**config.mk**
```make
export PLATFORM = sky130hd
export DESIGN_NAME = axi_tdd_seq_counter_flat
export DESIGN_NICKNAME = d
export VERILOG_FILES = /design/src/rtl/axi_tdd_seq_counter.sv /design/src/rtl/axi_tdd_seq_counter_if.sv /design/src/flat_wrapper.sv
export SDC_FILE = /design/constraint.sdc
export NUM_CORES = 1
export LEC_CHECK = 0
export ABC_AREA = 1
export CELL_PAD_IN_SITES_DETAIL_PLACEMENT = 1
export CELL_PAD_IN_SITES_GLOBAL_PLACEMENT = 2
export CORE_UTILIZATION = 30
export DETAILED_ROUTE_END_ITERATION = 6
export PLACE_DENSITY_LB_ADDON = 0.3
export SETUP_SLACK_MARGIN = 0.5
export SYNTH_ARGS = -nofsm -noshare
export SYNTH_HDL_FRONTEND = slang
export SYNTH_SLANG_ARGS = --single-unit
```
**constraint.sdc**
```tcl
create_clock -name clk -period 7.2 [get_ports clk]
set_input_delay 1.08 -clock clk [delete_from_list [all_inputs] [get_ports clk]]
set_output_delay 1.08 -clock clk [all_outputs]
set_load 0.005 [all_outputs]
```
**src/rtl/axi_tdd_seq_counter.sv**
```systemverilog
// TDD sequence timebase: plays a cyclic sequence of per-slot frame lengths,
// in finite bursts or continuously. Optional resync enabled by AXI_TDD_SEQ_RESYNC_EN.
package axi_tdd_pkg;
  typedef enum logic [1:0] {
    IDLE    = 2'd0,
    ARMED   = 2'd1,
    WAITING = 2'd2,
    RUNNING = 2'd3
  } state_t;
endpackage

module axi_tdd_seq_counter
  import axi_tdd_pkg::*;
#(
  parameter int REGISTER_WIDTH    = 32,
  parameter int BURST_COUNT_WIDTH = 32,
  parameter int FRAME_SLOTS       = 4,
  localparam int SLOT_W           = (FRAME_SLOTS > 1) ? $clog2(FRAME_SLOTS) : 1
) (
  input  logic                       clk,
  input  logic                       resetn,
  input  logic                       tdd_enable,
  input  logic                       tdd_sync,
  axi_tdd_seq_counter_if.slave       cfg,
  output logic                       tdd_active,
  output logic [REGISTER_WIDTH-1:0]  tdd_counter,
  output state_t                     tdd_cstate,
  output logic [SLOT_W-1:0]          tdd_slot,
  output logic                       tdd_endof_frame,
  output logic                       tdd_endof_burst,
  output logic [REGISTER_WIDTH-1:0]  tdd_frame_count
);
  localparam logic [REGISTER_WIDTH-1:0]    RW_ZERO = {REGISTER_WIDTH{1'b0}};
  localparam logic [REGISTER_WIDTH-1:0]    RW_ONE  = {{(REGISTER_WIDTH-1){1'b0}}, 1'b1};
  localparam logic [BURST_COUNT_WIDTH-1:0] BC_ZERO = {BURST_COUNT_WIDTH{1'b0}};
  localparam logic [BURST_COUNT_WIDTH-1:0] BC_ONE  = {{(BURST_COUNT_WIDTH-1){1'b0}}, 1'b1};
  localparam logic [SLOT_W-1:0]            SL_ZERO = {SLOT_W{1'b0}};
  localparam logic [SLOT_W-1:0]            SL_ONE  = {{(SLOT_W-1){1'b0}}, 1'b1};
  localparam logic [SLOT_W:0]              SC_ONE  = {{SLOT_W{1'b0}}, 1'b1};
  localparam logic [SLOT_W:0]              SC_MAX  = (SLOT_W+1)'(FRAME_SLOTS);

  state_t                         state_r, state_s;
  logic [REGISTER_WIDTH-1:0]      counter_r, counter_s;
  logic [SLOT_W-1:0]              slot_r, slot_s;
  logic [REGISTER_WIDTH-1:0]      fcnt_r, fcnt_s;
  logic [BURST_COUNT_WIDTH-1:0]   remaining_r, remaining_s;

  logic [BURST_COUNT_WIDTH-1:0]   burst_r;
  logic [REGISTER_WIDTH-1:0]      delay_r;
  logic [SLOT_W:0]                nslot_r;
  logic [REGISTER_WIDTH-1:0]      len_r [FRAME_SLOTS];

  logic                           load_s;
  logic [REGISTER_WIDTH-1:0]      cur_len_s;
  logic                           frame_last_s;
  logic                           seq_last_s;
  logic                           finite_s;
  logic                           resync_s;
  state_t                         restart_s;

  function automatic logic [SLOT_W:0] clamp_slots(input logic [SLOT_W:0] n);
    if (n == {(SLOT_W+1){1'b0}}) begin
      return SC_ONE;
    end else if (n > SC_MAX) begin
      return SC_MAX;
    end else begin
      return n;
    end
  endfunction

  assign load_s       = tdd_enable && ((state_r == IDLE) || (state_r == ARMED));
  assign cur_len_s    = len_r[slot_r];
  // A programmed length of 0 behaves as a single-cycle frame.
  assign frame_last_s = (cur_len_s <= RW_ONE) || (counter_r == (cur_len_s - RW_ONE));
  assign seq_last_s   = ({1'b0, slot_r} == (nslot_r - SC_ONE));
  assign finite_s     = (burst_r != BC_ZERO);
  assign restart_s    = (delay_r != RW_ZERO) ? WAITING : RUNNING;

`ifdef AXI_TDD_SEQ_RESYNC_EN
  assign resync_s = tdd_sync && ((state_r == WAITING) || (state_r == RUNNING));
`else
  assign resync_s = 1'b0;
`endif

  assign tdd_active      = (state_r == RUNNING);
  assign tdd_counter     = counter_r;
  assign tdd_cstate      = state_r;
  assign tdd_slot        = slot_r;
  assign tdd_frame_count = fcnt_r;
  assign tdd_endof_frame = (state_r == RUNNING) && frame_last_s && !resync_s;
  assign tdd_endof_burst = tdd_endof_frame && seq_last_s && finite_s && (remaining_r == BC_ONE);

  // Next-state and datapath update for the sequencer
  always_comb begin
    state_s     = state_r;
    counter_s   = counter_r;
    slot_s      = slot_r;
    fcnt_s      = fcnt_r;
    remaining_s = remaining_r;
    case (state_r)
      IDLE: begin
        counter_s = RW_ZERO;
        slot_s    = SL_ZERO;
        fcnt_s    = RW_ZERO;
        if (tdd_enable) begin
          state_s = ARMED;
        end else begin
          state_s = IDLE;
        end
      end
      ARMED: begin
        counter_s   = RW_ZERO;
        slot_s      = SL_ZERO;
        fcnt_s      = RW_ZERO;
        // Shadows load this same cycle, so decide from the live register bank.
        remaining_s = cfg.asy_tdd_burst_count;
        if (!tdd_enable) begin
          state_s = IDLE;
        end else if (tdd_sync) begin
          state_s = (cfg.asy_tdd_startup_delay != RW_ZERO) ? WAITING : RUNNING;
        end else begin
          state_s = ARMED;
        end
      end
      WAITING: begin
        if (!tdd_enable) begin
          state_s   = IDLE;
          counter_s = RW_ZERO;
        end else if (resync_s) begin
          state_s   = restart_s;
          counter_s = RW_ZERO;
          slot_s    = SL_ZERO;
        end else if (counter_r == (delay_r - RW_ONE)) begin
          state_s   = RUNNING;
          counter_s = RW_ZERO;
        end else begin
          counter_s = counter_r + RW_ONE;
        end
      end
      RUNNING: begin
        if (resync_s) begin
          state_s   = restart_s;
          counter_s = RW_ZERO;
          slot_s    = SL_ZERO;
        end else if (frame_last_s) begin
          counter_s = RW_ZERO;
          fcnt_s    = fcnt_r + RW_ONE;
          if (seq_last_s) begin
            slot_s = SL_ZERO;
            if (finite_s) begin
              remaining_s = remaining_r - BC_ONE;
              if (remaining_r == BC_ONE) begin
                fcnt_s  = RW_ZERO;
                state_s = tdd_enable ? ARMED : IDLE;
              end else begin
                state_s = RUNNING;
              end
            end else begin
              state_s = tdd_enable ? RUNNING : IDLE;
            end
          end else begin
            slot_s = slot_r + SL_ONE;
          end
        end else begin
          counter_s = counter_r + RW_ONE;
        end
      end
      default: begin
        state_s   = IDLE;
        counter_s = RW_ZERO;
        slot_s    = SL_ZERO;
      end
    endcase
  end

  // Sequencer state and datapath registers
  always_ff @(posedge clk or negedge resetn) begin
    if (!resetn) begin
      state_r     <= IDLE;
      counter_r   <= RW_ZERO;
      slot_r      <= SL_ZERO;
      fcnt_r      <= RW_ZERO;
      remaining_r <= BC_ZERO;
    end else begin
      state_r     <= state_s;
      counter_r   <= counter_s;
      slot_r      <= slot_s;
      fcnt_r      <= fcnt_s;
      remaining_r <= remaining_s;
    end
  end

  // Shadow copies of the register bank, frozen once a burst is under way
  always_ff @(posedge clk or negedge resetn) begin
    if (!resetn) begin
      burst_r <= BC_ZERO;
      delay_r <= RW_ZERO;
      nslot_r <= {(SLOT_W+1){1'b0}};
      for (int i = 0; i < FRAME_SLOTS; i++) begin
        len_r[i] <= RW_ZERO;
      end
    end else if (load_s) begin
      burst_r <= cfg.asy_tdd_burst_count;
      delay_r <= cfg.asy_tdd_startup_delay;
      nslot_r <= clamp_slots(cfg.asy_tdd_slot_count);
      for (int i = 0; i < FRAME_SLOTS; i++) begin
        len_r[i] <= cfg.asy_tdd_frame_length[i*REGISTER_WIDTH +: REGISTER_WIDTH];
      end
    end
  end
endmodule

```
**src/rtl/axi_tdd_seq_counter_if.sv**
```systemverilog
// Configuration bus from the axi_tdd register bank (asy_* fields) into the
// sequence counter; the register bank drives, the counter samples.
interface axi_tdd_seq_counter_if #(
  parameter int REGISTER_WIDTH    = 32,
  parameter int BURST_COUNT_WIDTH = 32,
  parameter int FRAME_SLOTS       = 4
);
  localparam int SLOT_W = (FRAME_SLOTS > 1) ? $clog2(FRAME_SLOTS) : 1;

  logic [BURST_COUNT_WIDTH-1:0]          asy_tdd_burst_count;
  logic [REGISTER_WIDTH-1:0]             asy_tdd_startup_delay;
  logic [SLOT_W:0]                       asy_tdd_slot_count;
  logic [FRAME_SLOTS*REGISTER_WIDTH-1:0] asy_tdd_frame_length;

  modport master (
    output asy_tdd_burst_count,
    output asy_tdd_startup_delay,
    output asy_tdd_slot_count,
    output asy_tdd_frame_length
  );

  modport slave (
    input asy_tdd_burst_count,
    input asy_tdd_startup_delay,
    input asy_tdd_slot_count,
    input asy_tdd_frame_length
  );
endinterface

```
**src/flat_wrapper.sv**
```systemverilog
// flat-port wrapper written by rule: the top's interface ports become plain ports
module axi_tdd_seq_counter_flat import axi_tdd_pkg::*;
#(
  parameter int REGISTER_WIDTH    = 32,
  parameter int BURST_COUNT_WIDTH = 32,
  parameter int FRAME_SLOTS       = 4,
  localparam int SLOT_W           = (FRAME_SLOTS > 1) ? $clog2(FRAME_SLOTS) : 1
)
  (clk, resetn, tdd_enable, tdd_sync, tdd_active, tdd_counter, tdd_cstate, tdd_slot, tdd_endof_frame, tdd_endof_burst, tdd_frame_count, cfg_asy_tdd_burst_count, cfg_asy_tdd_startup_delay, cfg_asy_tdd_slot_count, cfg_asy_tdd_frame_length);
  axi_tdd_seq_counter_if #(.REGISTER_WIDTH(REGISTER_WIDTH), .BURST_COUNT_WIDTH(BURST_COUNT_WIDTH), .FRAME_SLOTS(FRAME_SLOTS)) cfg_i ();
  input  logic clk;
  input  logic resetn;
  input  logic tdd_enable;
  input  logic tdd_sync;
  output logic tdd_active;
  output logic [REGISTER_WIDTH-1:0] tdd_counter;
  output state_t tdd_cstate;
  output logic [SLOT_W-1:0] tdd_slot;
  output logic tdd_endof_frame;
  output logic tdd_endof_burst;
  output logic [REGISTER_WIDTH-1:0] tdd_frame_count;
  input wire logic [$bits(cfg_i.asy_tdd_burst_count)-1:0] cfg_asy_tdd_burst_count;
  input wire logic [$bits(cfg_i.asy_tdd_startup_delay)-1:0] cfg_asy_tdd_startup_delay;
  input wire logic [$bits(cfg_i.asy_tdd_slot_count)-1:0] cfg_asy_tdd_slot_count;
  input wire logic [$bits(cfg_i.asy_tdd_frame_length)-1:0] cfg_asy_tdd_frame_length;
  assign cfg_i.asy_tdd_burst_count = cfg_asy_tdd_burst_count;
  assign cfg_i.asy_tdd_startup_delay = cfg_asy_tdd_startup_delay;
  assign cfg_i.asy_tdd_slot_count = cfg_asy_tdd_slot_count;
  assign cfg_i.asy_tdd_frame_length = cfg_asy_tdd_frame_length;
  axi_tdd_seq_counter #(.REGISTER_WIDTH(REGISTER_WIDTH), .BURST_COUNT_WIDTH(BURST_COUNT_WIDTH), .FRAME_SLOTS(FRAME_SLOTS)) u_core (.clk(clk), .resetn(resetn), .tdd_enable(tdd_enable), .tdd_sync(tdd_sync), .cfg(cfg_i), .tdd_active(tdd_active), .tdd_counter(tdd_counter), .tdd_cstate(tdd_cstate), .tdd_slot(tdd_slot), .tdd_endof_frame(tdd_endof_frame), .tdd_endof_burst(tdd_endof_burst), .tdd_frame_count(tdd_frame_count));
endmodule
```
After elaboration in Yosys (flattened, before gate mapping)
Index checks and enable logic that the tools add are counted.

word-level totals
  flip-flop bits (word level) = 295
  output and inout bits = 71

cells by class
  bitwise operators = 2
  $lt $le $gt $ge = 3
  eq/ne operators = 11
  add/subtract/negate cells = 7
  reductions and logical operators = 18
  mux-type cells = 33

operators with widths
  cell                                                  count
  2-to-1 mux 32 bit                                     12
  case mux 32 bit (2 select lines)                      2
  case mux 32 bit (3 select lines)                      1
  subtractor 32 x 1 -> 32 bit, second input constant    3
  adder 32 x 1 -> 32 bit, second input constant         2
  binary-select mux 32 bit (select 2 bit)               1
  == test 32 bit                                        2
  nonzero test 32 bit                                   2
  == test 32 x 1 -> 1 bit, second input constant        1
  <= comparator 32 x 1 -> 1 bit, second input constant  1
  2-to-1 mux 2 bit                                      11
  case mux 2 bit (4 select lines)                       1
  2-to-1 mux 3 bit                                      2
  != test 2 x 1 -> 1 bit, second input constant         3
  logical AND 1 bit                                     5
  == test 2 bit, second input constant                  2
  case mux 2 bit (2 select lines)                       1
  AND reduction 2 bit                                   2
  AND reduction 4 bit                                   1
  nonzero test 2 bit                                    2
  == test 2 x 3 -> 1 bit                                1
  >= comparator 3 bit, second input constant            1
  greater-than comparator 3 bit, second input constant  1
  logical NOT 3 bit                                     1
  11 further kinds                                      13

Depth between registers and ports, before layout
  word-level depth = 11
  depth in mapped cells = 24

Least setup slack after synthesis
Ideal clock, no wire load.

  kind = register to output
  from = register u_core.slot_r[1], in the netlist u_core.tdd_slot[1]
  to = output tdd_endof_burst
  required time = 6.120 ns
  cell stages (with the launch flop) = 21
  setup slack = 3.611 ns
  arrival = 2.509 ns
  path buffers = 2
  path through = dfrtp_1 buf_4 inv_2 buf_4 nand3_1 nand2_1 ha_1 nand3_1 inv_2 nand2_2 nor2_2 nand3_1 nand3_1 nand2_1 inv_2 nand2_1 nor2_1 nand3_2 nand2_2 nand2_1 nor2_1

between the ends
  word-level cells in the longest chain between the ends = 11
  elaborated cells between the ends (all ways) = 13
  classes of those cells = add/sub: 1; order compare: 1; eq/ne: 2; mux: 3; bitwise: 1; reduce/logical: 5

ends and longest elaborated chain
  element                                                line                        text
  start, declared                                        axi_tdd_seq_counter.sv:44   logic [SLOT_W-1:0] slot_r, slot_s;
  start signal, assigned                                 axi_tdd_seq_counter.sv:187  slot_r <= slot_s;
  inverter 2 -> 3 bit (not written as such)              axi_tdd_seq_counter.sv:72   assign cur_len_s = len_r[slot_r];
  binary-select mux 32 bit (select 2 bit)                axi_tdd_seq_counter.sv:72
  2-to-1 mux 32 bit (not written as such) (2 in series)  axi_tdd_seq_counter.sv:72
  subtractor 32 x 1 -> 32 bit                            axi_tdd_seq_counter.sv:74   assign frame_last_s = (cur_len_s <= RW_ONE) || (counter_r == (cur_len_s - RW_ONE));
  == test 32 bit                                         axi_tdd_seq_counter.sv:74
  logical OR 1 bit                                       axi_tdd_seq_counter.sv:74
  logical AND 1 bit                                      axi_tdd_seq_counter.sv:90   assign tdd_endof_frame = (state_r == RUNNING) && frame_last_s && !resync_s;
  logical AND 1 bit (*) (3 in series)                    axi_tdd_seq_counter.sv:91   assign tdd_endof_burst = tdd_endof_frame && seq_last_s && finite_s && (remaining_r == BC_ONE);
  end, declared                                          flat_wrapper.sv:20          output logic tdd_endof_burst;

Mark *: on every way between the ends. The rest lies on a longest branch, timed or not. The select of a mux whose other input is x is not followed.

Worst setup path in the final report
  from = register u_core.slot_r[0], in the netlist u_core.tdd_slot[0]
  to = output tdd_endof_burst

The elaborated chain is that of the path after synthesis.

==> impl_results.md <==
- Outcome: complete, no violations
- HPWL Detailed: 48500 microns
- Flop pwr share: 0.421
- RSZ-0062 raised after global routing: no
- Dpl cells: 3480
- Post-synth top flop: dfrtp_1
- IR drop worst, VDD: 177.8 uV
- Period utilization: 0.7946
- Setup_tns: 0 ps
- Vias in the first global route: 18450
- Die ar.: 60120 sq um
- Asr flop ratio synth: 1.000
- Core outline area: 58030 sq um
- LEAKAGE: 10.35 nW
- Top cells by count, synth: 1078 x nand2_1, 295 x dfrtp_1, 182 x nor2_1
- Pint: 3.184 mW
- Max-cap violation count: 0
- Synth top area cells: dfrtp_1 42%, nand2_1 23%, nand3_1 5.0%, xor2_1 4.8%, nor2_1 3.9%
- Clock power share: 0.456
- Actual slew at the worst max-slew pin: 1024 ps
- Grt ovf: 0
- Resized Gates After CTS: 0
- Crit path required time: 6120 ps
- Syn Area/Cell: 6.966 sq um
- Most numerous cell in the Yosys netlist: nand2_1
- CP Launch Type: flip-flop
- Chip height: 245.2 microns
- Initial antenna violation count: 1
- Met2 Use GR: 0.3863
- Netlist area before placement: 17740 sq um
- First-pass detailed-route iteration total: 4
- GPL Wtd Cong: 0.8889
- Min cycle time layout: 5721 ps
- Syn Inst Count: 2547
- Post-synth top area share: 0.4161
- Final setup violating endpoints: 0
- Combinational Power Share: 0.123
- Grt met3 use: 0.02985
- CTS clk-pin slew, worst paths: 60 ps
- Yosys Warn Count: 0
- DRT antenna net count: 0
- Syn_nets: 2754
- First-pass GRT wire length: 104300 microns
- Switching share of power: 0.2625
- Postcts setup bufs: 0
- Tot GR Track Use: 0.2201
- Max-slew violation count: 0
- Worst Hold Margin: 470.9 ps
- # rows: 88
- Yosys reg bits: 295
- Post-CTS Hold Fix Bufs: 0
- Clock Skew: 15.01 ps
- Max_slew headroom: 0.3172
- Crit path DAT: 4640 ps
- Max FO, Critical Path: 70
- Gr busiest metal: met2
- Met1 usage: 0.2779
- Power Density: 194.2 nW/um^2
- Post-synth cell types: 48
- Layout cells sized above 1: 0.04204
- Final cell count without fillers: 3548
- Ant. Diodes: 0
- Area grow syn2layout: 25.33%
- P_sw: 1.133 mW
- Hold Fails Final Rpt: 0
- Iter 0 DRT Violations: 873
- Ports: 270
- TritonCTS Buffers: 38
- Starting Density: 0.3058
- I/O Buffers: 269
- Post-synth top area cell: dfrtp_1
- CP Class: flip-flop to primary output
- Crit end category: primary output
- Via count: 17350
- Die width: 245.2 microns
- Post-Route WL: 65480 microns
- FMAX: 174.8 MHz
- CTS Root Cell: clkbuf_16
- Vias per cell: 4.891
- DR WL/cell: 18.46 microns
- Hold Crit Class: flip-flop to flip-flop
- Largest net degree at the start of global routing: 127
- Seq/Total Area, Yosys: 0.4161
- Worst-Skew Late Latency: 550 ps
- Fin nets: 2962
- Htree depth: 2
- TritonCTS clock tree: yes
- CTS Buffer Depth: 3
- Post-synth EDFFs: 0
- Clk sink count: 295
- Remaining DRCs: 0
[cell families (layout without fill, tap and decap cells)]
| kind of cell | after synthesis | in the layout | synth area share |
|---|---|---|---|
| flip-flops | 295 | 295 | 0.4161 |
| AO/OA/AOI/OAI | 177 | 177 | 0.05557 |
| XOR/XNOR | 135 | 135 | 0.06742 |
| adder cells (fa/ha/maj) | 8 | 8 | 0.005642 |
| AND/OR/NAND/NOR | 1630 | 1630 | 0.3834 |
| buffers and inverters | 302 | 538 | 0.07186 |
[state kept, by name (all words and copies together) (netlist names)]
signal	flops
u_core.burst_r	32
u_core.tdd_slot	2
u_core.tdd_frame_count	32
u_core.tdd_cstate	2
u_core.nslot_r	3
u_core.len_r	128
u_core.delay_r	32
u_core.tdd_counter	32
u_core.remaining_r	32
[layout by cell type, fill, tap and decap left out, types with 2 or more instances in the layout]
| cell type | netlist | routed |
|---|---|---|
| or2_2 | 5 | 5 |
| a31o_2 | 3 | 3 |
| clkbuf_8 | 0 | 9 |
| a21boi_0 | 2 | 2 |
| buf_4 | 10 | 14 |
| a31oi_1 | 17 | 17 |
| a21oi_1 | 44 | 44 |
| o211ai_1 | 2 | 2 |
| dfrtp_1 | 295 | 294 |
| nor3_1 | 52 | 52 |
| nor2_2 | 12 | 12 |
| inv_1 | 179 | 178 |
| nand2_2 | 5 | 5 |
| nor3b_1 | 2 | 2 |
| nor2_4 | 3 | 4 |
| ha_1 | 8 | 8 |
| o31ai_1 | 3 | 3 |
| bufinv_16 | 0 | 2 |
| clkbuf_1 | 73 | 7 |
| o21bai_1 | 7 | 7 |
| inv_6 | 0 | 2 |
| nor4_1 | 40 | 40 |
| nand4_1 | 59 | 59 |
| clkbuf_16 | 0 | 41 |
| o21ai_0 | 86 | 86 |
| nand2_1 | 1078 | 1078 |
| clkdlybuf4s50_1 | 0 | 268 |
| nand3b_1 | 6 | 6 |
| xnor2_1 | 37 | 37 |
| o22ai_1 | 5 | 5 |
| a22oi_1 | 3 | 3 |
| clkinv_2 | 0 | 6 |
| inv_2 | 5 | 6 |
| nor2_1 | 182 | 181 |
| nand3_2 | 2 | 2 |
| xor2_1 | 97 | 97 |
| nand3_1 | 179 | 179 |
[worst max-delay path, cell delays in order (launching register included)]
cell and delay [ps]:
dfrtp_2 380, buf_4 600, nand2_1 140, nand3_1 120, nand2_1 130, ha_1 230, nand3_1 170, inv_2 90
nand2_2 160, nor2_2 100, nand2_1 80, nand2_1 50, nor2_1 100, nand2_1 50, nor2_1 100, nand2_1 70
nor2_1 180, nand3_2 140, nand2_2 340, nand2_1 130, nor2_1 120, clkdlybuf4s50_1 520
[worst paths after layout]
| path | from | end | slack [ps] | cells past startpoint |
|---|---|---|---|---|
| min | u_core.len_r[49] | u_core.len_r[49] | 470 | 2 |
| max in group asynchronous | resetn | u_core.remaining_r[13] | 5060 | 2 |
| min in group asynchronous | resetn | u_core.len_r[40] | 570 | 1 |
| min reg2reg | u_core.len_r[49] | u_core.len_r[49] | 470 | 2 |
| max | u_core.tdd_slot[0] | tdd_endof_burst | 1480 | 21 |
| max reg2reg | u_core.tdd_slot[0] | u_core.remaining_r[22] | 2510 | 23 |
[power groups by stage]
| stage | Combinational (mW) | Sequential (mW) | Clock (mW) |
|---|---|---|---|
| finish | 0.531 | 1.82 | 1.97 |
| global route | 0.595 | 1.83 | 2.08 |
| CTS | 0.541 | 1.82 | 2.02 |
| detailed placement | 0.537 | 1.85 | 0 |
| global placement | 0.528 | 1.85 | 0 |
| floorplan | 0.274 | 1.81 | 0 |
[routing by layer]
layer	vias to the layer above	wire (microns)
met4	2	1769
li1	8531	-
met5	-	12
met2	257	32300
met3	104	2208
met1	8460	29190
[through the flow]
stage	util	setup slack (ps)	power [mW]	area, sq um
detailed placement	0.3610	2066	2.386	20950
global placement	0.3610	2112	2.376	20950
global route	0.3832	1092	4.504	22240
floorplan	-	3611	2.086	17740
finish	0.3832	1479	4.318	22240
CTS	0.3832	1450	4.385	22240
[cell type report]
class                   count  area (sq um)
fillers                  7204         35790
flip-flops and latches    295          7383
inverters                 187         709.4
repair buffers            283          2803
well taps                 765         957.2
clock inverters            11         115.1
clock buffers              57          1176
multi-input cells        1950          9092
No activity file was read; power rests on OpenSTA's default activity.
